$ cat src/rtl/cond_resolve_stage.sv
// cond_resolve_stage: registered EX/MEM condition resolver. Evaluates a
// signed/unsigned compare of two operands, qualifies branch/register-write/
// memory-write requests, raises an overflow trap held until acknowledged,
// and keeps saturating taken/not-taken branch counters.
module cond_resolve_stage #(
   parameter int DATA_W = 32,
   parameter int CNT_W  = 16
) (
   input  logic              clk,
   input  logic              rst_n,
   input  logic              in_valid,
   output logic              in_ready,
   input  logic [DATA_W-1:0] op_a,
   input  logic [DATA_W-1:0] op_b,
   input  logic [3:0]        cond,
   input  logic              branch,
   input  logic              reg_write,
   input  logic              mem_write,
   input  logic              alu_ovf,
   input  logic              ovf_trap_en,
   output logic              out_valid,
   input  logic              out_ready,
   output logic              branch_taken,
   output logic              reg_write_ok,
   output logic              mem_write_ok,
   output logic              flush,
   output logic              trap,
   input  logic              trap_ack,
   input  logic              cnt_clr,
   output logic [CNT_W-1:0]  taken_cnt,
   output logic [CNT_W-1:0]  not_taken_cnt
);

   typedef enum logic [0:0] {RUN = 1'b0, TRAP = 1'b1} state_t;

   state_t state_q, state_d;

   logic              out_valid_q, out_valid_d;
   logic              branch_taken_q, branch_taken_d;
   logic              reg_write_ok_q, reg_write_ok_d;
   logic              mem_write_ok_q, mem_write_ok_d;
   logic              flush_q, flush_d;
   logic [CNT_W-1:0]  taken_cnt_q, taken_cnt_d;
   logic [CNT_W-1:0]  not_taken_cnt_q, not_taken_cnt_d;

   logic signed [DATA_W:0] sdiff;
   logic        [DATA_W:0] udiff;
   logic                   zero, slt, ult;
   logic                   cond_true;
   logic                   trap_hit;
   logic                   xfer;

   // Saturating increment: a counter at all-ones stays there.
   function automatic logic [CNT_W-1:0] sat_inc(input logic [CNT_W-1:0] v);
      return (&v) ? v : v + CNT_W'(1);
   endfunction

   // One extra bit keeps the sign of the difference exact for both compares.
   assign sdiff = $signed({op_a[DATA_W-1], op_a}) - $signed({op_b[DATA_W-1], op_b});
   assign udiff = {1'b0, op_a} - {1'b0, op_b};
   assign zero  = (op_a == op_b);
   assign slt   = sdiff[DATA_W];
   assign ult   = udiff[DATA_W];

   assign trap_hit = alu_ovf & ovf_trap_en;
   assign in_ready = (state_q == RUN) & (~out_valid_q | out_ready);
   assign xfer     = in_valid & in_ready;

   // Condition-code decode; reserved codes evaluate false.
   always_comb begin
      cond_true = 1'b0;
      case (cond)
         4'd0:    cond_true = 1'b1;
         4'd1:    cond_true = zero;
         4'd2:    cond_true = ~zero;
         4'd3:    cond_true = ~slt & ~zero;
         4'd4:    cond_true = ~slt;
         4'd5:    cond_true = slt;
         4'd6:    cond_true = slt | zero;
         4'd7:    cond_true = 1'b1;
         4'd8:    cond_true = ~ult & ~zero;
         4'd9:    cond_true = ~ult;
         4'd10:   cond_true = ult;
         4'd11:   cond_true = ult | zero;
         default: cond_true = 1'b0;
      endcase
   end

   // Trap FSM next state: enter on an accepted trapping request, leave on ack.
   always_comb begin
      state_d = state_q;
      case (state_q)
         RUN:     if (xfer && trap_hit) state_d = TRAP;
         TRAP:    if (trap_ack) state_d = RUN;
         default: state_d = RUN;
      endcase
   end

   // Result register next state: load on transfer, drain on out_ready, else hold.
   // flush is only set on the load edge so a stalled result never re-pulses it.
   always_comb begin
      out_valid_d    = out_valid_q;
      branch_taken_d = branch_taken_q;
      reg_write_ok_d = reg_write_ok_q;
      mem_write_ok_d = mem_write_ok_q;
      flush_d        = 1'b0;
      if (xfer) begin
         out_valid_d    = 1'b1;
         branch_taken_d = ~trap_hit & branch & cond_true;
         reg_write_ok_d = ~trap_hit & reg_write & cond_true;
         mem_write_ok_d = ~trap_hit & mem_write & cond_true;
         flush_d        = trap_hit | (branch & cond_true);
      end else if (out_ready) begin
         out_valid_d = 1'b0;
      end
   end

   // Branch statistics: clear wins over a same-cycle increment; trapping
   // branches are not counted.
   always_comb begin
      taken_cnt_d     = taken_cnt_q;
      not_taken_cnt_d = not_taken_cnt_q;
      if (cnt_clr) begin
         taken_cnt_d     = '0;
         not_taken_cnt_d = '0;
      end else if (xfer && branch && !trap_hit) begin
         if (cond_true) taken_cnt_d     = sat_inc(taken_cnt_q);
         else           not_taken_cnt_d = sat_inc(not_taken_cnt_q);
      end
   end

   // State, result and counter registers with asynchronous reset.
   always_ff @(posedge clk or negedge rst_n) begin
      if (!rst_n) begin
         state_q         <= RUN;
         out_valid_q     <= 1'b0;
         branch_taken_q  <= 1'b0;
         reg_write_ok_q  <= 1'b0;
         mem_write_ok_q  <= 1'b0;
         flush_q         <= 1'b0;
         taken_cnt_q     <= '0;
         not_taken_cnt_q <= '0;
      end else begin
         state_q         <= state_d;
         out_valid_q     <= out_valid_d;
         branch_taken_q  <= branch_taken_d;
         reg_write_ok_q  <= reg_write_ok_d;
         mem_write_ok_q  <= mem_write_ok_d;
         flush_q         <= flush_d;
         taken_cnt_q     <= taken_cnt_d;
         not_taken_cnt_q <= not_taken_cnt_d;
      end
   end

   assign out_valid     = out_valid_q;
   assign branch_taken  = branch_taken_q;
   assign reg_write_ok  = reg_write_ok_q;
   assign mem_write_ok  = mem_write_ok_q;
   assign flush         = flush_q;
   assign trap          = (state_q == TRAP);
   assign taken_cnt     = taken_cnt_q;
   assign not_taken_cnt = not_taken_cnt_q;

endmodule

$ cat config.mk
export PLATFORM = sky130hd
export DESIGN_NAME = cond_resolve_stage
export DESIGN_NICKNAME = d
export VERILOG_FILES = /design/src/rtl/cond_resolve_stage.sv
export SDC_FILE = /design/constraint.sdc
export NUM_CORES = 1
export LEC_CHECK = 0
export ABC_AREA = 0
export ABC_CLOCK_PERIOD_IN_PS = 2690
export BUFFER_PORTS_ARGS = -buffer_cell sky130_fd_sc_hd__buf_2
export CAP_MARGIN = 20
export CORE_MARGIN = 2
export CORE_UTILIZATION = 38
export CTS_BUF_LIST = sky130_fd_sc_hd__clkbuf_8
export CTS_CLUSTER_SIZE = 16
export DETAILED_ROUTE_END_ITERATION = 10
export PLACE_DENSITY_LB_ADDON = 0.15
export SLEW_MARGIN = 15
export SYNTH_ARGS = -nofsm -noshare
export SYNTH_HDL_FRONTEND = slang
export SYNTH_SLANG_ARGS = --single-unit
$ cat constraint.sdc
create_clock -name clk -period 2.69 [get_ports clk]
set_clock_uncertainty 0.15 [all_clocks]
set_input_delay 0.4035 -clock clk [delete_from_list [all_inputs] [get_ports clk]]
set_output_delay 0.4035 -clock clk [all_outputs]
set_load 0.005 [all_outputs]
==> results.txt <==
----------------------------------------------------
[Setup path]
  Capture instance of the worst register-to-register path ... taken_cnt[6]
  Critical path destination ... taken_cnt[14]
  Critical path launch point ... op_b[26]
  Critical path startpoint category ... primary input
  Arrival time reported for the critical path endpoint ... 3.12 ns
  Worst-case reg-to-reg path depth ... 9
  Cell type of the slowest stage on the worst timing path ... sky130_fd_sc_hd__or4_4
  Worst path cell trace ... buf_6 > inv_4 > ha_4 > nand4_1 > buf_4 > nor4_4 > buf_4 > o31ai_4 > buf_4 > nand4_1 > o2111ai_4 > and3_4 > buf_6 > buf_6 > or4_4 > a21oi_2
  Required time reported for the critical path endpoint ... 2.76 ns
  Worst R2R Start ... taken_cnt[6]
  Capturing element type of the critical path ... flop
  Crit path kind ... in2reg
  Worst Path Max Fanout ... 7
  Worst stage delay on the critical path ... 0.41 ns
  Slack of the worst reg-to-reg path ... -0.02 ns

[Place]
  Number of buffers inserted by port buffering ... 117
  Dpl hpwl ... 6.45 mm
  Placed cell count ... 596
  Weighted congestion reported at the end of routability-driven placement ... 0.804
  Instance area after placement ... 0.00417 mm^2

[Routing]
  Drt first-iter violations ... 88
  Drt total wl ... 8.92 mm
  Router iterations before antenna repair ... 4
  Average routed wire per standard cell ... 14.4 um
  Remaining DRCs ... 0
  Via count normalized by instance count ... 5.39
  Vias after detailed routing ... 3349
  Routed Antenna Nets ... 0

[Floorplan]
  Die area ... 0.00889 mm^2
  Vert. Die Dim ... 94.3 um
  Width of the chip ... 94.3 um
  Initial Utilization ... 39.7%
  Area of the placeable core ... 0.00781 mm^2
  Floorplan row count ... 32
  I/O pin count ... 118

[Logic synthesis]
  Number of distinct library cells after synthesis ... 48
  Gate count of the mapped netlist ... 367
  Post-Synthesis Cell Area ... 0.00310 mm^2
  Synthesis warning total ... 0
  Main synth FF type ... sky130_fd_sc_hd__dfrtp_1
  Number of synthesized flops with an enable pin ... 0
  Mean instance size in the synthesized netlist ... 8.44 um^2
  Register bit total from synthesis ... 38
  Proportion of register bits with asynchronous set or reset after synthesis ... 100%
  Number of nets in the synthesized netlist ... 480
  Fraction of the yosys area taken by sequential cells ... 30.7%

[Finish]
  Area used by multi-input combinational logic ... 0.00243 mm^2
  Commonest cells after routing, fill and taps aside ... sky130_fd_sc_hd__buf_2, sky130_fd_sc_hd__dfrtp_1, sky130_fd_sc_hd__buf_4
  Storage element area ... 951 um^2
  Layout Area Growth over Synthesis ... 54.6%
  Final non-filler cell total ... 621
  Number of antenna cells inserted ... 0
  Leading cell type in the layout, fill and taps excluded ... sky130_fd_sc_hd__buf_2
  Final standard cell area without fillers ... 0.00479 mm^2
  Layout cells sized above 1 ... 51.6%
  Number of fill cells in the layout ... 687
  Layout net count ... 631

[Run]
  Max-cap check violation count ... 0

[Pwr]
  Post-layout total power ... 1.53 mW
  Power Internal ... 1.05 mW
  Fraction of power consumed by the clock network ... 27.7%
  Fraction of power spent switching nets ... 31.1%
  Cell area power density ... 318 mW/mm^2
  Switch Pwr ... 474 uW
  Static Leak ... 2.25 nW
  Sequential share of power ... 38.8%
  Worst IR Drop VDD ... 0.000187 V
  Comb pwr share ... 33.5%

[Clocking]
  Worst-path clk slew ... 0.08 ns
  Level count of the clock H-tree ... 2
  Maximum buffer depth of the clock tree ... 2
  Clock insertion delay at the later pin of the skew report ... 0.29 ns
  Number of clock sinks ... 38
  Clock tree from TritonCTS ... done
  Number of buffers created by CTS ... 5
  Root cell of the clock tree ... sky130_fd_sc_hd__clkbuf_8
  Hold_buf cts ... 0

[Outcome]
  Run status ... complete, but fails checks
  Violations in the final reports ... negative setup slack

[Timing]
  Max-slew violation count ... 0
  Time the final worst path needs with I/O delays and setup ... 3.04 ns
  Maximum clock frequency ... 328 MHz
  Final setup violation count ... 35
  Transition time at the pin with the least slew margin ... 0.910 ns
  Crit path setup slack, layout ... -0.354 ns
  RSZ-0062 raised after global routing ... yes
  Hold Violations, Final ... 0
  Max_slew headroom ... 39.3%
  Ratio of final minimum period to clock period ... 113%

[Global route]
  Met3 Track Usage GR ... 3.53%
  Total global routing track utilization ... 20.5%
  Antenna violations before repair ... 0
  Global-route track usage on met2 ... 36.0%
  Gr busiest metal ... met2
  Maximum number of pins on one net before global-route repair ... 45
  Met1 GRT Util ... 26.0%
  Wire length of the first global-routing pass ... 14.8 mm
  Aggregate global routing overflow ... 0
  Vias in the first global route ... 3334

[Worst hold path]
  Worst Hold Class ... in2async

----------------------------------------------------
## cell usage after synthesis, types with 4 or more instances
master	number	area, um^2
sky130_fd_sc_hd__inv_1	38	143
sky130_fd_sc_hd__o21ai_0	8	40.0
sky130_fd_sc_hd__nand3_1	17	85.1
sky130_fd_sc_hd__nor2b_1	10	62.6
sky130_fd_sc_hd__mux2_2	9	101
sky130_fd_sc_hd__dfrtp_1	38	951
sky130_fd_sc_hd__nand4_1	15	93.8
sky130_fd_sc_hd__nand2_1	27	101
sky130_fd_sc_hd__a21o_1	4	30.0
sky130_fd_sc_hd__nor2_1	26	97.6
sky130_fd_sc_hd__and2_1	4	25.0
sky130_fd_sc_hd__clkbuf_1	9	33.8
sky130_fd_sc_hd__nand2b_1	4	25.0
sky130_fd_sc_hd__or4_1	14	105
sky130_fd_sc_hd__and3_1	10	62.6
sky130_fd_sc_hd__a21oi_1	38	190
sky130_fd_sc_hd__or3_1	4	25.0
sky130_fd_sc_hd__ha_1	34	425
sky130_fd_sc_hd__o31ai_1	13	97.6
## routing by layer
layer	part of all wire, %	up-vias
li1	-	1649
met1	43	1597
met2	50	91
met3	4.9	12
met4	1.6	0
met5	0	-
## power by group through the flow
stage / logic [mW] / clock network [mW] / registers [mW]
2_1_floorplan: 0.235 / 0 / 0.604
3_3_place_gp: 0.399 / 0 / 0.603
3_5_place_dp: 0.410 / 0 / 0.602
4_1_cts: 0.456 / 0.432 / 0.591
5_1_grt: 0.567 / 0.460 / 0.594
6_report: 0.511 / 0.423 / 0.591
## registers in the layout (all words and copies together), names as in the netlist
| name | count |
|---|---|
| taken_cnt | 16 |
| mem_write_ok | 1 |
| flush | 1 |
| not_taken_cnt | 16 |
| out_valid | 1 |
| branch_taken | 1 |
| reg_write_ok | 1 |
| trap | 1 |
## cells by family (layout without fill, tap and decap cells)
family	Yosys count	count (layout)	synth area share, %
multiplexers	11	11	4.08
adder cells (fa/ha/maj)	34	34	13.7
AND/OR/NAND/NOR	144	144	26.4
AO/OA/AOI/OAI	88	88	18.0
buffers and inverters	52	204	7.06
flip-flops	38	38	30.7
## layout make-up
class | count | area share, %
flip-flops and latches | 38 | 19.8
clock buffers | 6 | 1.72
multi-input cells | 277 | 50.6
clock inverters | 2 | 0.261
repair buffers | 158 | 21.4
inverters | 38 | 3.45
well taps | 102 | 2.66
## worst min-delay path by stage
stage	start	end	slack [ns]	cells past startpoint
global placement	branch_taken	branch_taken	0.33	1
detailed placement	branch_taken	branch_taken	0.31	1
global route	rst_n	taken_cnt[4]	0.13	1
CTS	rst_n	taken_cnt[15]	0.1	1
finish	rst_n	taken_cnt[15]	0.07	1
floorplan	rst_n	branch_taken	-0.04	0
## critical path, delay by kind of cell
family	cells	cell delay, ns
AND/OR/NAND/NOR	5	1.23
adder cells (fa/ha/maj)	1	0.25
AO/OA/AOI/OAI	3	0.35
buffers and inverters	7	0.88
## metrics by stage
step                      TNS, ns  util [%]  setup slack [ns]  hold WS, ns
after floorplan             -8.82         -            -0.352      -0.0421
after detailed placement   -22.07      53.4            -0.716        0.312
after global routing       -14.28      61.4            -0.504        0.131
after global placement     -19.80      53.4            -0.646        0.333
final                       -8.26      61.4            -0.354       0.0713
after CTS                   -7.66      57.6            -0.297       0.0987
## timing repair
action / CTS / global route
setup buffers: 9 / 8
resized for setup: 37 / 57
gates cloned: 1 / 0
setup endpoints to repair: 36 / 36
pin swaps: 25 / 21
Power figures use the tool's default switching activity.
